`src/rtl/clk_div_pkg.sv`:
```
// Shared constants for the programmable clock-divider block.
package clk_div_pkg;

  // A ratio of zero switches a channel off.
  localparam int DIV_OFF         = 0;

  // Default ratio width and power-up ratio.
  localparam int DEF_DIV_WIDTH   = 8;
  localparam int DEF_DEFAULT_DIV = 2;

  // Supported channel count range.
  localparam int MIN_CHANNELS    = 1;
  localparam int MAX_CHANNELS    = 16;

endpackage

```
`src/rtl/clk_div_gen_if.sv`:
```
// Control/status bundle for clk_div_gen: per-channel enables, clears,
// ratio loads, and the divided outputs.
interface clk_div_gen_if #(
  parameter int CHANNELS  = 4,
  parameter int DIV_WIDTH = 8
);

  logic [CHANNELS-1:0]           ce;
  logic [CHANNELS-1:0]           clr;
  logic [CHANNELS*DIV_WIDTH-1:0] div_value;
  logic [CHANNELS-1:0]           div_load;
  logic [CHANNELS-1:0]           div_out;
  logic [CHANNELS-1:0]           tick;
  logic [CHANNELS-1:0]           load_pending;

  // Controller side: drives the controls, observes the outputs.
  modport master (
    output ce,
    output clr,
    output div_value,
    output div_load,
    input  div_out,
    input  tick,
    input  load_pending
  );

  // Divider side: receives the controls, produces the outputs.
  modport slave (
    input  ce,
    input  clr,
    input  div_value,
    input  div_load,
    output div_out,
    output tick,
    output load_pending
  );

endinterface

```
`src/rtl/clk_div_channel.sv`:
```
// One divider channel: active ratio, shadow ratio with pending flag,
// phase counter, and registered div_out/tick.
module clk_div_channel
  import clk_div_pkg::*;
#(
  parameter int DIV_WIDTH   = DEF_DIV_WIDTH,
  parameter int DEFAULT_DIV = DEF_DEFAULT_DIV
) (
  input  logic                 clock,
  input  logic                 reset_n,
  input  logic                 ce,
  input  logic                 clr,
  input  logic                 div_load,
  input  logic [DIV_WIDTH-1:0] div_value,
  output logic                 div_out,
  output logic                 tick,
  output logic                 load_pending
);

  localparam logic [DIV_WIDTH-1:0] OFF  = DIV_WIDTH'(DIV_OFF);
  localparam logic [DIV_WIDTH-1:0] ONE  = DIV_WIDTH'(1);
  localparam logic [DIV_WIDTH-1:0] DEFV = DIV_WIDTH'(DEFAULT_DIV);

  logic [DIV_WIDTH-1:0] act_div, act_nxt;
  logic [DIV_WIDTH-1:0] shd_div, shd_nxt, shd_eff;
  logic                 pend, pend_nxt, pend_eff;
  logic [DIV_WIDTH-1:0] cnt, cnt_nxt;
  logic                 div_out_p1, out_nxt;
  logic                 tick_p1, tick_nxt;
  logic                 is_off, wrap, run_nxt;

  // Next-state: clear beats everything, an off channel only absorbs a
  // pending ratio, otherwise count while enabled and swap ratios at wrap.
  always_comb begin
    shd_eff  = div_load ? div_value : shd_div;
    pend_eff = pend | div_load;
    is_off   = (act_div == OFF);
    wrap     = (cnt == act_div - ONE);
    act_nxt  = act_div;
    shd_nxt  = shd_eff;
    pend_nxt = pend_eff;
    cnt_nxt  = cnt;
    out_nxt  = 1'b0;
    tick_nxt = 1'b0;
    run_nxt  = 1'b0;
    if (clr) begin
      cnt_nxt = '0;
      if (pend_eff) begin
        act_nxt  = shd_eff;
        pend_nxt = 1'b0;
      end
    end else if (is_off) begin
      // A ratio loaded into an off channel lands one cycle later; a second
      // load on that cycle still wins.
      cnt_nxt = '0;
      if (pend) begin
        act_nxt  = shd_eff;
        pend_nxt = 1'b0;
      end
    end else if (ce) begin
      if (wrap) begin
        cnt_nxt = '0;
        if (pend_eff) begin
          act_nxt  = shd_eff;
          pend_nxt = 1'b0;
        end
      end else begin
        cnt_nxt = cnt + ONE;
      end
      // Output phase is judged against the ratio that will be active, so a
      // fresh period starts cleanly under the new ratio.
      run_nxt  = (act_nxt != OFF);
      out_nxt  = run_nxt && (cnt_nxt >= (act_nxt >> 1));
      tick_nxt = run_nxt && wrap;
    end
  end

  // Stage boundary: ratio/counter state and registered outputs.
  always_ff @(posedge clock or negedge reset_n) begin
    if (!reset_n) begin
      act_div    <= DEFV;
      shd_div    <= DEFV;
      pend       <= 1'b0;
      cnt        <= '0;
      div_out_p1 <= 1'b0;
      tick_p1    <= 1'b0;
    end else begin
      act_div    <= act_nxt;
      shd_div    <= shd_nxt;
      pend       <= pend_nxt;
      cnt        <= cnt_nxt;
      div_out_p1 <= out_nxt;
      tick_p1    <= tick_nxt;
    end
  end

  assign div_out      = div_out_p1;
  assign tick         = tick_p1;
  assign load_pending = pend;

endmodule

```
`src/rtl/clk_div_gen.sv`:
```
// Bank of independent programmable clock dividers sharing one clock.
module clk_div_gen
  import clk_div_pkg::*;
#(
  parameter int CHANNELS    = 4,
  parameter int DIV_WIDTH   = DEF_DIV_WIDTH,
  parameter int DEFAULT_DIV = DEF_DEFAULT_DIV
) (
  input  logic         clock,
  input  logic         reset_n,
  clk_div_gen_if.slave bus
);

  // One self-contained channel per bit; nothing is shared between them.
  for (genvar g = 0; g < CHANNELS; g++) begin : g_ch
    clk_div_channel #(
      .DIV_WIDTH   (DIV_WIDTH),
      .DEFAULT_DIV (DEFAULT_DIV)
    ) u_ch (
      .clock        (clock),
      .reset_n      (reset_n),
      .ce           (bus.ce[g]),
      .clr          (bus.clr[g]),
      .div_load     (bus.div_load[g]),
      .div_value    (bus.div_value[g*DIV_WIDTH +: DIV_WIDTH]),
      .div_out      (bus.div_out[g]),
      .tick         (bus.tick[g]),
      .load_pending (bus.load_pending[g])
    );
  end

endmodule

```
`src/flat_wrapper.sv`:
```
// flat-port wrapper written by rule: the top's interface ports become plain ports
module clk_div_gen_flat import clk_div_pkg::*;
#(
  parameter int CHANNELS    = 4,
  parameter int DIV_WIDTH   = DEF_DIV_WIDTH,
  parameter int DEFAULT_DIV = DEF_DEFAULT_DIV
)
  (clock, reset_n, bus_ce, bus_clr, bus_div_value, bus_div_load, bus_div_out, bus_tick, bus_load_pending);
  clk_div_gen_if #(.CHANNELS(CHANNELS), .DIV_WIDTH(DIV_WIDTH)) bus_i ();
  input  logic clock;
  input  logic reset_n;
  input wire logic [$bits(bus_i.ce)-1:0] bus_ce;
  input wire logic [$bits(bus_i.clr)-1:0] bus_clr;
  input wire logic [$bits(bus_i.div_value)-1:0] bus_div_value;
  input wire logic [$bits(bus_i.div_load)-1:0] bus_div_load;
  output wire logic [$bits(bus_i.div_out)-1:0] bus_div_out;
  output wire logic [$bits(bus_i.tick)-1:0] bus_tick;
  output wire logic [$bits(bus_i.load_pending)-1:0] bus_load_pending;
  assign bus_i.ce = bus_ce;
  assign bus_i.clr = bus_clr;
  assign bus_i.div_value = bus_div_value;
  assign bus_i.div_load = bus_div_load;
  assign bus_div_out = bus_i.div_out;
  assign bus_tick = bus_i.tick;
  assign bus_load_pending = bus_i.load_pending;
  clk_div_gen #(.CHANNELS(CHANNELS), .DIV_WIDTH(DIV_WIDTH), .DEFAULT_DIV(DEFAULT_DIV)) u_core (.clock(clock), .reset_n(reset_n), .bus(bus_i));
endmodule
```
`config.mk`:
```
export PLATFORM = sky130hd
export DESIGN_NAME = clk_div_gen_flat
export DESIGN_NICKNAME = d
export VERILOG_FILES = /design/src/rtl/clk_div_pkg.sv /design/src/rtl/clk_div_gen_if.sv /design/src/rtl/clk_div_channel.sv /design/src/rtl/clk_div_gen.sv /design/src/flat_wrapper.sv
export SDC_FILE = /design/constraint.sdc
export NUM_CORES = 1
export LEC_CHECK = 0
export CORE_MARGIN = 2
export CORE_UTILIZATION = 50
export DETAILED_ROUTE_END_ITERATION = 8
export MAX_ROUTING_LAYER = met4
export PLACE_DENSITY = 0.7
export SYNTH_ARGS = -nofsm -noshare
export SYNTH_HDL_FRONTEND = slang
export SYNTH_SLANG_ARGS = --single-unit
```
`constraint.sdc`:
```
create_clock -name clock -period 4.6 [get_ports clock]
set_input_delay 0.46 -clock clock [delete_from_list [all_inputs] [get_ports clock]]
set_output_delay 0.46 -clock clock [all_outputs]
set_load 0.02 [all_outputs]
```
==> flow_metrics.tcl <==
set metrics [dict create \
    worstSetupEndpointType "flip-flop" \
    syn2layout_area_growth_pct 12.2 \
    yosys-mux-area-fraction_pct 9.08 \
    diodes 0 \
    power_leakage_nw 3.93 \
    grt_max_degree 54 \
    layout.cells.most_common "sky130_fd_sc_hd__dfrtp_1" \
    antenna_found_initial 0 \
    postSynth.asyncResetShare_pct 100 \
    core.rowCount 46 \
    clock_skew_ns 0.00675 \
    clockBufferDepth 2 \
    count_of_input_and_output_buffers 57 \
    share_of_the_cycle_needed_by_the_critical_path_after_routing_pct 85.9 \
    post-route-util_pct 57.4 \
    yosys_warnings 0 \
    floorplan.die.width_um 132 \
    final_max_slew_viol_count 0 \
    setup_repair_after_global_routing_missed_its_margin "false" \
    final_routed_drc_violation_total 0 \
    design.core.area_um2 15900 \
    cts_htree_levels 3 \
    max-slew-margin-rel_pct 49.3 \
    clock_pin_slew_reported_for_the_worst_setup_and_hold_paths_after_clock_tree_synthesis_ns 0.07 \
    synth_seq_cells 108 \
    timing.critical_path.arrival_ns 4.20 \
    chipHeight_um 132 \
    cts_root_buffer "sky130_fd_sc_hd__clkbuf_16" \
    worstSetupStartpointType "flip-flop" \
    design.final.nets 1025 \
    synth_edf_count 0 \
    post_drt_via_cell_ratio 5.93 \
    synthXorXnorAreaFrac_pct 6.68 \
    gp_congestion 0.907 \
    drt_wl_total_um 19600 \
    report.final.setup_viol 0 \
    clkSinkCount 108 \
    clock.fmax_mhz 253 \
    die-area_um2 17300 \
    global_route_wire_length_before_repair_um 33500 \
    grt-ovfl-total 0 \
    detail-route-antenna-nets 0 \
    area_fraction_in_compound_gates_after_synthesis_pct 17.8 \
    tritoncts "built" \
    required_ns 4.85 \
    dr.first_iter.drc_count 559 \
    path_max_fanout 15 \
    max_cap_viol_count 0 \
    synth_simple_gate_area_share_pct 21.3 \
    groute.usage.overall_pct 24.1 \
    final.setup.tns_ns 0 \
    netlist_area_um2 8130 \
    ys.flop_type "sky130_fd_sc_hd__dfrtp_1" \
    mostFrequentLayoutCells "sky130_fd_sc_hd__dfrtp_1, sky130_fd_sc_hd__nor2_1, sky130_fd_sc_hd__o21ai_0" \
    post_synth_inst_count 921 \
    drive_above_1_share_pct 10.1 \
    numCtsBuffers 9 \
    mappedNetlistNets 1007 \
    timing.setup.critical_path_class "reg2reg" \
    grt_pass1_vias 6712 \
    synth_fa_ha_area_share_pct 6.15 \
    power_density_nw_per_um2 331 \
    post_synth_num_cell_types 77 \
    syn_area_per_cell_um2 8.83 \
    hp-class "in2async" \
    floorplan.io_pins 58 \
    synth_top_family_by_area "simple AND/OR/NAND/NOR gates" \
    route.vias.total 6873 \
    final-hold-violation-count 0 \
    worst_slew_pin_slew_ns 0.757 \
    result_of_the_run "finished, final reports clean" \
    worst_ir_drop_vdd_uv 201 \
    wl_per_cell_um 16.9 \
    finalWorstPathRequiredPeriod_ns 3.95 \
    clock_latency_ns 0.36 \
    post_cts_buffers 0 \
    synth_seq_area_share_pct 33.4 \
    drtPass1Iterations 5 \
    dp_hpwl_um 14400 \
    initial_core_util_pct 51.2 \
    worst_r2r_path_depth 16 \
]
[state kept, by name (all words and copies together) (netlist names)]
register,cells
u_core.g_ch.u_ch.cnt,32
u_core.g_ch.u_ch.act_div,32
u_core.g_ch.u_ch.div_out,4
u_core.g_ch.u_ch.load_pending,4
u_core.g_ch.u_ch.tick,4
u_core.g_ch.u_ch.shd_div,32
[timing repair]
item | in CTS | in global routing
endpoints found under the hold margin | 10 | 0
hold buffers | 1 | 0
gates resized for setup | 0 | 0
setup endpoints to repair | 0 | 0
[critical path, stage by stage, from the launching register on]
cell and delay (ns):
sky130_fd_sc_hd__dfrtp_1 0.44, sky130_fd_sc_hd__inv_1 0.10, sky130_fd_sc_hd__ha_1 0.22, sky130_fd_sc_hd__nor3b_1 0.43, sky130_fd_sc_hd__nand2_1 0.12, sky130_fd_sc_hd__xnor2_1 0.17, sky130_fd_sc_hd__a311oi_2 0.51, sky130_fd_sc_hd__nor2_1 0.08
sky130_fd_sc_hd__buf_4 0.20, sky130_fd_sc_hd__or2_2 0.29, sky130_fd_sc_hd__ha_1 0.29, sky130_fd_sc_hd__nand2b_1 0.14, sky130_fd_sc_hd__a21o_1 0.18, sky130_fd_sc_hd__a21o_1 0.17, sky130_fd_sc_hd__a21oi_1 0.16, sky130_fd_sc_hd__o221ai_1 0.14
sky130_fd_sc_hd__and3_1 0.20
[stage by stage]
step           worst slack (ns)  instances  power, mW  hold slack (ns)  cell area (µm²)
2_1_floorplan             0.876        921       1.85            0.164             8130
3_3_place_gp              0.810       1143       2.08            0.313             8760
4_1_cts                   0.636       1160       3.04            0.465             9120
5_1_grt                   0.375       1160       3.20            0.484             9120
3_5_place_dp              0.668       1143       2.10            0.314             8760
6_report                  0.648       1160       3.02            0.467             9120
[synthesized netlist by cell type, drive strengths merged (12+ instances only)]
| master | instances | share of area, % |
|---|---|---|
| nand2 | 51 | 2.4 |
| dfrtp | 100 | 31 |
| nor2 | 80 | 3.7 |
| o21ai | 66 | 4.1 |
| inv | 38 | 1.8 |
| and3 | 19 | 1.5 |
| nand2b | 21 | 1.6 |
| mux2i | 43 | 5.3 |
| mux2 | 27 | 3.8 |
| a21oi | 55 | 3.4 |
| a22oi | 12 | 1.1 |
| ha | 40 | 6.2 |
| nor3 | 22 | 1.5 |
| xor2 | 21 | 2.3 |
| clkbuf | 34 | 1.6 |
| nor4 | 16 | 1.3 |
| nand3 | 18 | 1.1 |
| buf | 29 | 2.2 |
| xnor2 | 41 | 4.4 |
| nand3b | 20 | 1.8 |
| a21o | 14 | 1.3 |
[kinds of logic after synthesis]
family	Yosys count
AOI/OAI and AO/OA	223
xor gates and xnor gates	62
adders and majority gates	40
buffers and inverters	102
DFF	108
muxes	70
and+or+nand+nor	316
[area by class of cell]
type	count	area (µm²)
inverters	39	146
flip-flops and latches	108	2710
multi-input cells	711	4970
clock buffers	10	239
fillers	1474	6760
repair buffers	70	668
clock inverters	6	111
well taps	216	270
[path summary, 6_finish.rpt]
kind	slack, ns	startpoint	end
min in group clock	0.53	u_core.g_ch[3].u_ch.shd_div[1]	u_core.g_ch[3].u_ch.shd_div[1]
max	0.65	u_core.g_ch[1].u_ch.act_div[0]	u_core.g_ch[1].u_ch.div_out
min reg2reg	0.53	u_core.g_ch[3].u_ch.shd_div[1]	u_core.g_ch[3].u_ch.shd_div[1]
max reg2reg	0.65	u_core.g_ch[1].u_ch.act_div[0]	u_core.g_ch[1].u_ch.div_out
min	0.47	reset_n	u_core.g_ch[0].u_ch.shd_div[6]
max in group asynchronous	3.25	reset_n	u_core.g_ch[1].u_ch.shd_div[5]
[power breakdown]
group | leakage, nW | switching [mW] | internal (mW)
Sequential | 1.36 | 0.154 | 1.05
Combinational | 2.40 | 0.481 | 0.406
Clock | 0.169 | 0.373 | 0.548
[routing by layer]
metal,GRT usage (%),share of wire [%]
met3,2.70,3.9
met4,7.55,1.7
met5,-,0
met2,39.1,48
met1,31.7,47
(Power assumes the default switching activity.)
